$ cat src/rtl/md4_crack_sequencer.sv
// Job controller for a single md4 core: streams candidates into the core byte-serially,
// collects the 16-byte digest and compares it against the job target.
//
// state     | meaning
// ----------+-----------------------------------------------------------
// IDLE      | no job; waiting for job_start
// WAIT_CAND | ready for the next candidate once the core is idle
// START     | one-cycle core_start pulse, timeout timer loaded
// FEED      | presenting candidate bytes to the core
// COLLECT   | capturing the 16 digest bytes from the core
// COMPARE   | digest vs target, update counters, pick next state
// END       | one-cycle done pulse
module md4_crack_sequencer #(
  parameter int MAX_LEN       = 16,
  parameter int LEN_W         = 7,
  parameter int STOP_ON_MATCH = 1,
  parameter int TIMEOUT       = 4096
) (
  input  logic                   clk,
  input  logic                   reset,
  input  logic                   job_start,
  input  logic [127:0]           target_digest,
  input  logic                   cand_valid,
  output logic                   cand_ready,
  input  logic [LEN_W-1:0]       cand_len,
  input  logic [8*MAX_LEN-1:0]   cand_data,
  input  logic                   cand_last,
  output logic                   busy,
  output logic                   done,
  output logic                   found,
  output logic [31:0]            found_index,
  output logic [31:0]            tested_count,
  output logic                   timeout_err,
  output logic                   core_start,
  output logic [63:0]            core_size,
  output logic [7:0]             core_byte,
  output logic                   core_in_avail,
  input  logic                   core_in_read,
  input  logic                   core_busy,
  input  logic                   core_done,
  input  logic [7:0]             core_out_byte,
  output logic                   core_out_ready,
  input  logic                   core_out_write
);

  localparam int SEL_W = (MAX_LEN > 1) ? $clog2(MAX_LEN) : 1;
  localparam int TMR_W = $clog2(TIMEOUT + 1);

  typedef enum logic [2:0] {
    S_IDLE, S_WAIT_CAND, S_START, S_FEED, S_COLLECT, S_COMPARE, S_END
  } state_t;

  state_t               state, state_nxt;
  logic [127:0]         target_q, dig_q;
  logic [8*MAX_LEN-1:0] cand_q;
  logic [LEN_W-1:0]     len_q, feed_idx, len_sat;
  logic                 last_q;
  logic [4:0]           dig_idx;
  logic [TMR_W-1:0]     tmr;
  logic                 tmo, accept, consume, store, dig_match;

  assign len_sat   = (cand_len > LEN_W'(MAX_LEN)) ? LEN_W'(MAX_LEN) : cand_len;
  assign dig_match = (dig_q == target_q);
  assign tmo       = (tmr == '0);
  assign core_size = 64'(len_q);

  always_ff @(posedge clk) begin
    if (!reset) state <= S_IDLE;
    else        state <= state_nxt;
  end

  always_comb begin
    state_nxt      = state;
    busy           = (state != S_IDLE);
    done           = 1'b0;
    cand_ready     = 1'b0;
    core_start     = 1'b0;
    core_in_avail  = 1'b0;
    core_byte      = 8'd0;
    core_out_ready = 1'b0;
    accept         = 1'b0;
    consume        = 1'b0;
    store          = 1'b0;
    case (state)
      S_IDLE: if (job_start) state_nxt = S_WAIT_CAND;
      S_WAIT_CAND: begin
        // a core still raising DONE is about to self-reset; hold off one more cycle
        cand_ready = !core_busy && !core_done;
        if (cand_valid && cand_ready) begin
          accept    = 1'b1;
          state_nxt = S_START;
        end
      end
      S_START: begin
        core_start = 1'b1;
        state_nxt  = (len_q == '0) ? S_COLLECT : S_FEED;
      end
      S_FEED: begin
        core_in_avail = (feed_idx < len_q);
        if (core_in_avail) core_byte = cand_q[8*feed_idx[SEL_W-1:0] +: 8];
        consume = core_in_avail && core_in_read;
        if (tmo)                    state_nxt = S_END;
        else if (feed_idx == len_q) state_nxt = S_COLLECT;
      end
      S_COLLECT: begin
        core_out_ready = 1'b1;
        store          = core_out_write && (dig_idx != 5'd16);
        if (tmo)                    state_nxt = S_END;
        else if (dig_idx == 5'd16)  state_nxt = S_COMPARE;
      end
      S_COMPARE: begin
        if ((dig_match && (STOP_ON_MATCH != 0)) || last_q) state_nxt = S_END;
        else                                              state_nxt = S_WAIT_CAND;
      end
      S_END: begin
        done      = 1'b1;
        state_nxt = S_IDLE;
      end
      default: state_nxt = S_IDLE;
    endcase
  end

  always_ff @(posedge clk) begin
    if (!reset) begin
      target_q     <= '0;
      dig_q        <= '0;
      cand_q       <= '0;
      len_q        <= '0;
      last_q       <= 1'b0;
      feed_idx     <= '0;
      dig_idx      <= '0;
      tmr          <= '0;
      found        <= 1'b0;
      found_index  <= '0;
      tested_count <= '0;
      timeout_err  <= 1'b0;
    end else begin
      if (state == S_IDLE && job_start) begin
        target_q     <= target_digest;
        found        <= 1'b0;
        found_index  <= '0;
        tested_count <= '0;
        timeout_err  <= 1'b0;
      end
      if (accept) begin
        cand_q <= cand_data;
        len_q  <= len_sat;
        last_q <= cand_last;
      end
      if (state == S_START) begin
        feed_idx <= '0;
        dig_idx  <= '0;
        tmr      <= TMR_W'(TIMEOUT - 1);
      end
      // timer counts down across feed and collect; reaching zero aborts the job
      if (state == S_FEED || state == S_COLLECT) begin
        if (tmo) timeout_err <= 1'b1;
        else     tmr         <= tmr - 1'b1;
      end
      if (consume) feed_idx <= feed_idx + 1'b1;
      if (store) begin
        dig_q[8*dig_idx[3:0] +: 8] <= core_out_byte;
        dig_idx                    <= dig_idx + 1'b1;
      end
      if (state == S_COMPARE) begin
        tested_count <= tested_count + 32'd1;
        if (dig_match && !found) begin
          found       <= 1'b1;
          found_index <= tested_count;
        end
      end
    end
  end

endmodule

$ cat config.mk
export PLATFORM = sky130hd
export DESIGN_NAME = md4_crack_sequencer
export DESIGN_NICKNAME = d
export VERILOG_FILES = /design/src/rtl/md4_crack_sequencer.sv
export SDC_FILE = /design/constraint.sdc
export NUM_CORES = 1
export LEC_CHECK = 0
export CAP_MARGIN = 20
export CORE_MARGIN = 5
export CORE_UTILIZATION = 53
export CTS_BUF_LIST = sky130_fd_sc_hd__clkbuf_2
export DETAILED_ROUTE_END_ITERATION = 10
export PLACE_DENSITY_LB_ADDON = 0.12
export SYNTH_ARGS = -nofsm -noshare
export SYNTH_HDL_FRONTEND = slang
export SYNTH_SLANG_ARGS = --single-unit
$ cat constraint.sdc
create_clock -name clk -period 5.1 [get_ports clk]
set_input_delay 1.02 -clock clk [delete_from_list [all_inputs] [get_ports clk]]
set_output_delay 1.02 -clock clk [all_outputs]
set_load 0.02 [all_outputs]
==> impl_metrics.toml <==
[status]
outcome = "finished clean"

[hold_path]
min_from = "cand_q[19]"
holdCritPathClass = "flop to flop"
hold_depth = 2
hold_end = "cand_q[19]"

[placement]
place_hpwl_um = 48780
place_area_um2 = 24930
port_buffers = 366
place.gp.congestion = 0.9686

[clocking]
numCtsBuffers = 119
cts_buffer_depth = 3
cts-root-buf = "clkbuf_2"
clock_sinks = 486
clk_pin_slew_worst_paths_ns = 0.11
clk_latency_ns = 1.09
hold_buffers = 0
cts.htree.levels = 3
cts_tree = "yes"

[synthesis]
synth_cell_types = 64
syn_area_um2 = 21290
synth_seq_cells = 486
yosys_warnings = 0
ys_async_sr_fraction_pct = 0
syn_avg_cell_area_um2 = 8.161
ys.flop_type = "dfxtp_1"
syn-instance-count = 2609
synth-edff-count = 0
ys_seq_area_share_pct = 45.69

[power_and_ir_drop]
p_leak_uw = 0.009203
power_density_nw_per_um2 = 278.4
ir_drop_mv = 0.1390

[global_routing]
overflow = 0
grt_pass1_wl_um = 101400
use_met1_pct = 38.44
grt_pass1_vias = 18601
antenna_found_initial = 2
grt_util_met2_pct = 45.66
use_met3_pct = 7.248
grt.busiest_layer = "met2"
grt_start_max_net_pins = 178
groute.usage.overall_pct = 28.68

[timing]
fin_crit_sh_pct = 92.54
tns_ns = 0
hold_viol_final = 0
report.final.slew_viol_count = 0
finClkSkew_ns = 0.1028
max_freq_mhz = 211.9
worstMarginPinSlew_ns = 1.086
maxSlewHeadroom_pct = 27.02
setup_viol = 0
rsz0062_at_grt = "false"
post-route-min-period_ns = 4.719

[floorplanning]
start_util_pct = 53.59
die_w_um = 210.4
num_rows = 73
pin_count = 424
core_region_area_um2 = 39730
dieArea_um2 = 44280
die_h_um = 210.4

[detailed_routing]
dr.first_iter.drc_count = 1620
vias = 19340
totalWireLength_um = 66080
drc = 0
viasPerCell = 5.440
wire_per_inst_um = 18.59
antenna_left = 0
firstDrtPassIters = 6

[worst_setup_path]
path_buf_inv = 2
crit_arrival_ns = 3.70
worst_ep_required_time_ns = 4.08
crit_family = "multiplexers"
cpMaxStageDelayCell = "dfxtp_4"
path_max_fanout = 20
rr_worst_depth = 8
rr_endpoint = "dig_q[64]"
r2r-start = "dig_idx[0]"
rrSetupSlack_ns = 1.55
crit_chain = "buf_4 > mux4_2 > mux4_2 > nor2b_1 > clkdlybuf4s50_1"
crit_top_cell = "mux4_2"
end_kind = "output port"
worstSetupPathType = "flop to output port"
slowest_delay_ns = 0.60
startpoint_type = "flop"

[finish]
layout-drive-gt1-share_pct = 9.115
fin_area_um2 = 25990
final_nets = 3232
area_growth_pct = 22.06
fillerInstances = 3519

[run]
cap_violations = 0
[synth_stat cells, types with 7 or more instances]
library cell	number	share of area, %
nand2_1	635	11
inv_1	21	0.37
nand3_1	99	2.3
dfxtp_1	486	46
buf_1	8	0.14
nor2b_1	9	0.26
or3_1	7	0.21
nand2b_1	33	0.97
o21ai_0	16	0.38
clkbuf_1	158	2.8
buf_4	57	2.0
mux4_2	40	4.2
a21oi_1	406	9.5
a211oi_1	7	0.25
nor4_1	13	0.38
nand4_1	38	1.1
xnor2_1	132	5.4
nor2_1	213	3.8
and3_1	12	0.35
mux2i_1	61	2.9
mux2_2	8	0.42
and2_1	21	0.62
buf_2	9	0.21
nor3_1	37	0.87
ha_1	16	0.94
[cell usage in the layout, fill, tap and decap left out, drive strengths merged, types with 57 or more instances in the layout]
cell,instances
xnor2,132
nand2,635
a21oi,407
nor2,214
mux2i,61
conb,57
dfxtp,486
clkbuf,169
nand3,99
clkdlybuf4s50,365
[per-stage QoR]
step | std cells | util (%) | setup WS, ns | hold WS [ns] | total power [uW]
global placement | 3340 | 62.74 | 1.175 | 0.4412 | 4784
floorplan | 2665 | - | 1.539 | 0.4331 | 4441
global route | 3555 | 65.42 | 0.2484 | 0.4335 | 7568
finish | 3555 | 65.42 | 0.3806 | 0.4595 | 7237
CTS | 3553 | 65.40 | 0.04494 | 0.3761 | 7290
detailed placement | 3340 | 62.74 | 1.152 | 0.4449 | 4792
[worst max-delay path by stage]
stage / start / slack, ns / endpoint / cells after the start
finish: feed_idx[0] / 0.38 / core_byte[7] / 5
global route: feed_idx[0] / 0.25 / core_byte[7] / 5
floorplan: feed_idx[0] / 1.54 / core_in_avail / 11
detailed placement: feed_idx[0] / 1.15 / core_byte[4] / 9
CTS: feed_idx[0] / 0.04 / core_byte[7] / 5
global placement: feed_idx[0] / 1.17 / core_byte[4] / 9
[layer usage]
| metal | wire (um) | vias to the layer above |
|---|---|---|
| li1 | - | 9335 |
| met1 | 28280 | 9153 |
| met2 | 30160 | 753 |
| met3 | 5853 | 99 |
| met4 | 1781 | 0 |
| met5 | 0 | - |
[logic make-up after synthesis]
kind of cell               Yosys count  synth area share (%)
buffers and inverters              256                 5.576
AOI/OAI and AO/OA                  458                 11.39
other                                1               0.01761
xor gates and xnor gates           137                 5.635
muxes                              109                 7.521
adders and majority gates           16                0.9402
DFF                                486                 45.69
and+or+nand+nor                   1146                 23.22
[where the power goes]
group          internal [uW]  switching [uW]
clock network            950            1570
logic                    341             407
registers               3880            85.3
total                   5170            2060
[state kept, by name, summed over array words and instances (netlist names), 3 cells and up]
signal        cells
len_q             7
target_q        128
dig_q           128
tmr              13
dig_idx           5
cand_q          128
tested_count     32
state             3
feed_idx          7
found_index      32
[final cells by class]
type | instances | area (um^2) | area share, %
Multi-Input combinational cell | 1923 | 10610 | 40.82
Inverter | 23 | 93.84 | 0.3610
Tap cell | 525 | 656.9 | 2.527
Clock buffer | 169 | 845.8 | 3.254
Antenna cell | 2 | 5.005 | 0.01926
Timing Repair Buffer | 383 | 3836 | 14.76
Clock inverter | 44 | 210.2 | 0.8087
Sequential cell | 486 | 9733 | 37.45
[repair_timing]
action	CTS	global route
buffers inserted	0	0
setup endpoints to repair	5	3
resized for setup	1	1
[worst register-to-register path, cell delays in order, from the launching register on]
cell	delay, ns
dfxtp_1	0.54
inv_1	0.16
ha_1	0.27
xor2_1	0.58
nand2_1	0.56
nor3_1	0.48
and3_1	0.56
mux2i_1	0.26
nor2_1	0.06
Power figures use the tool's default switching activity.
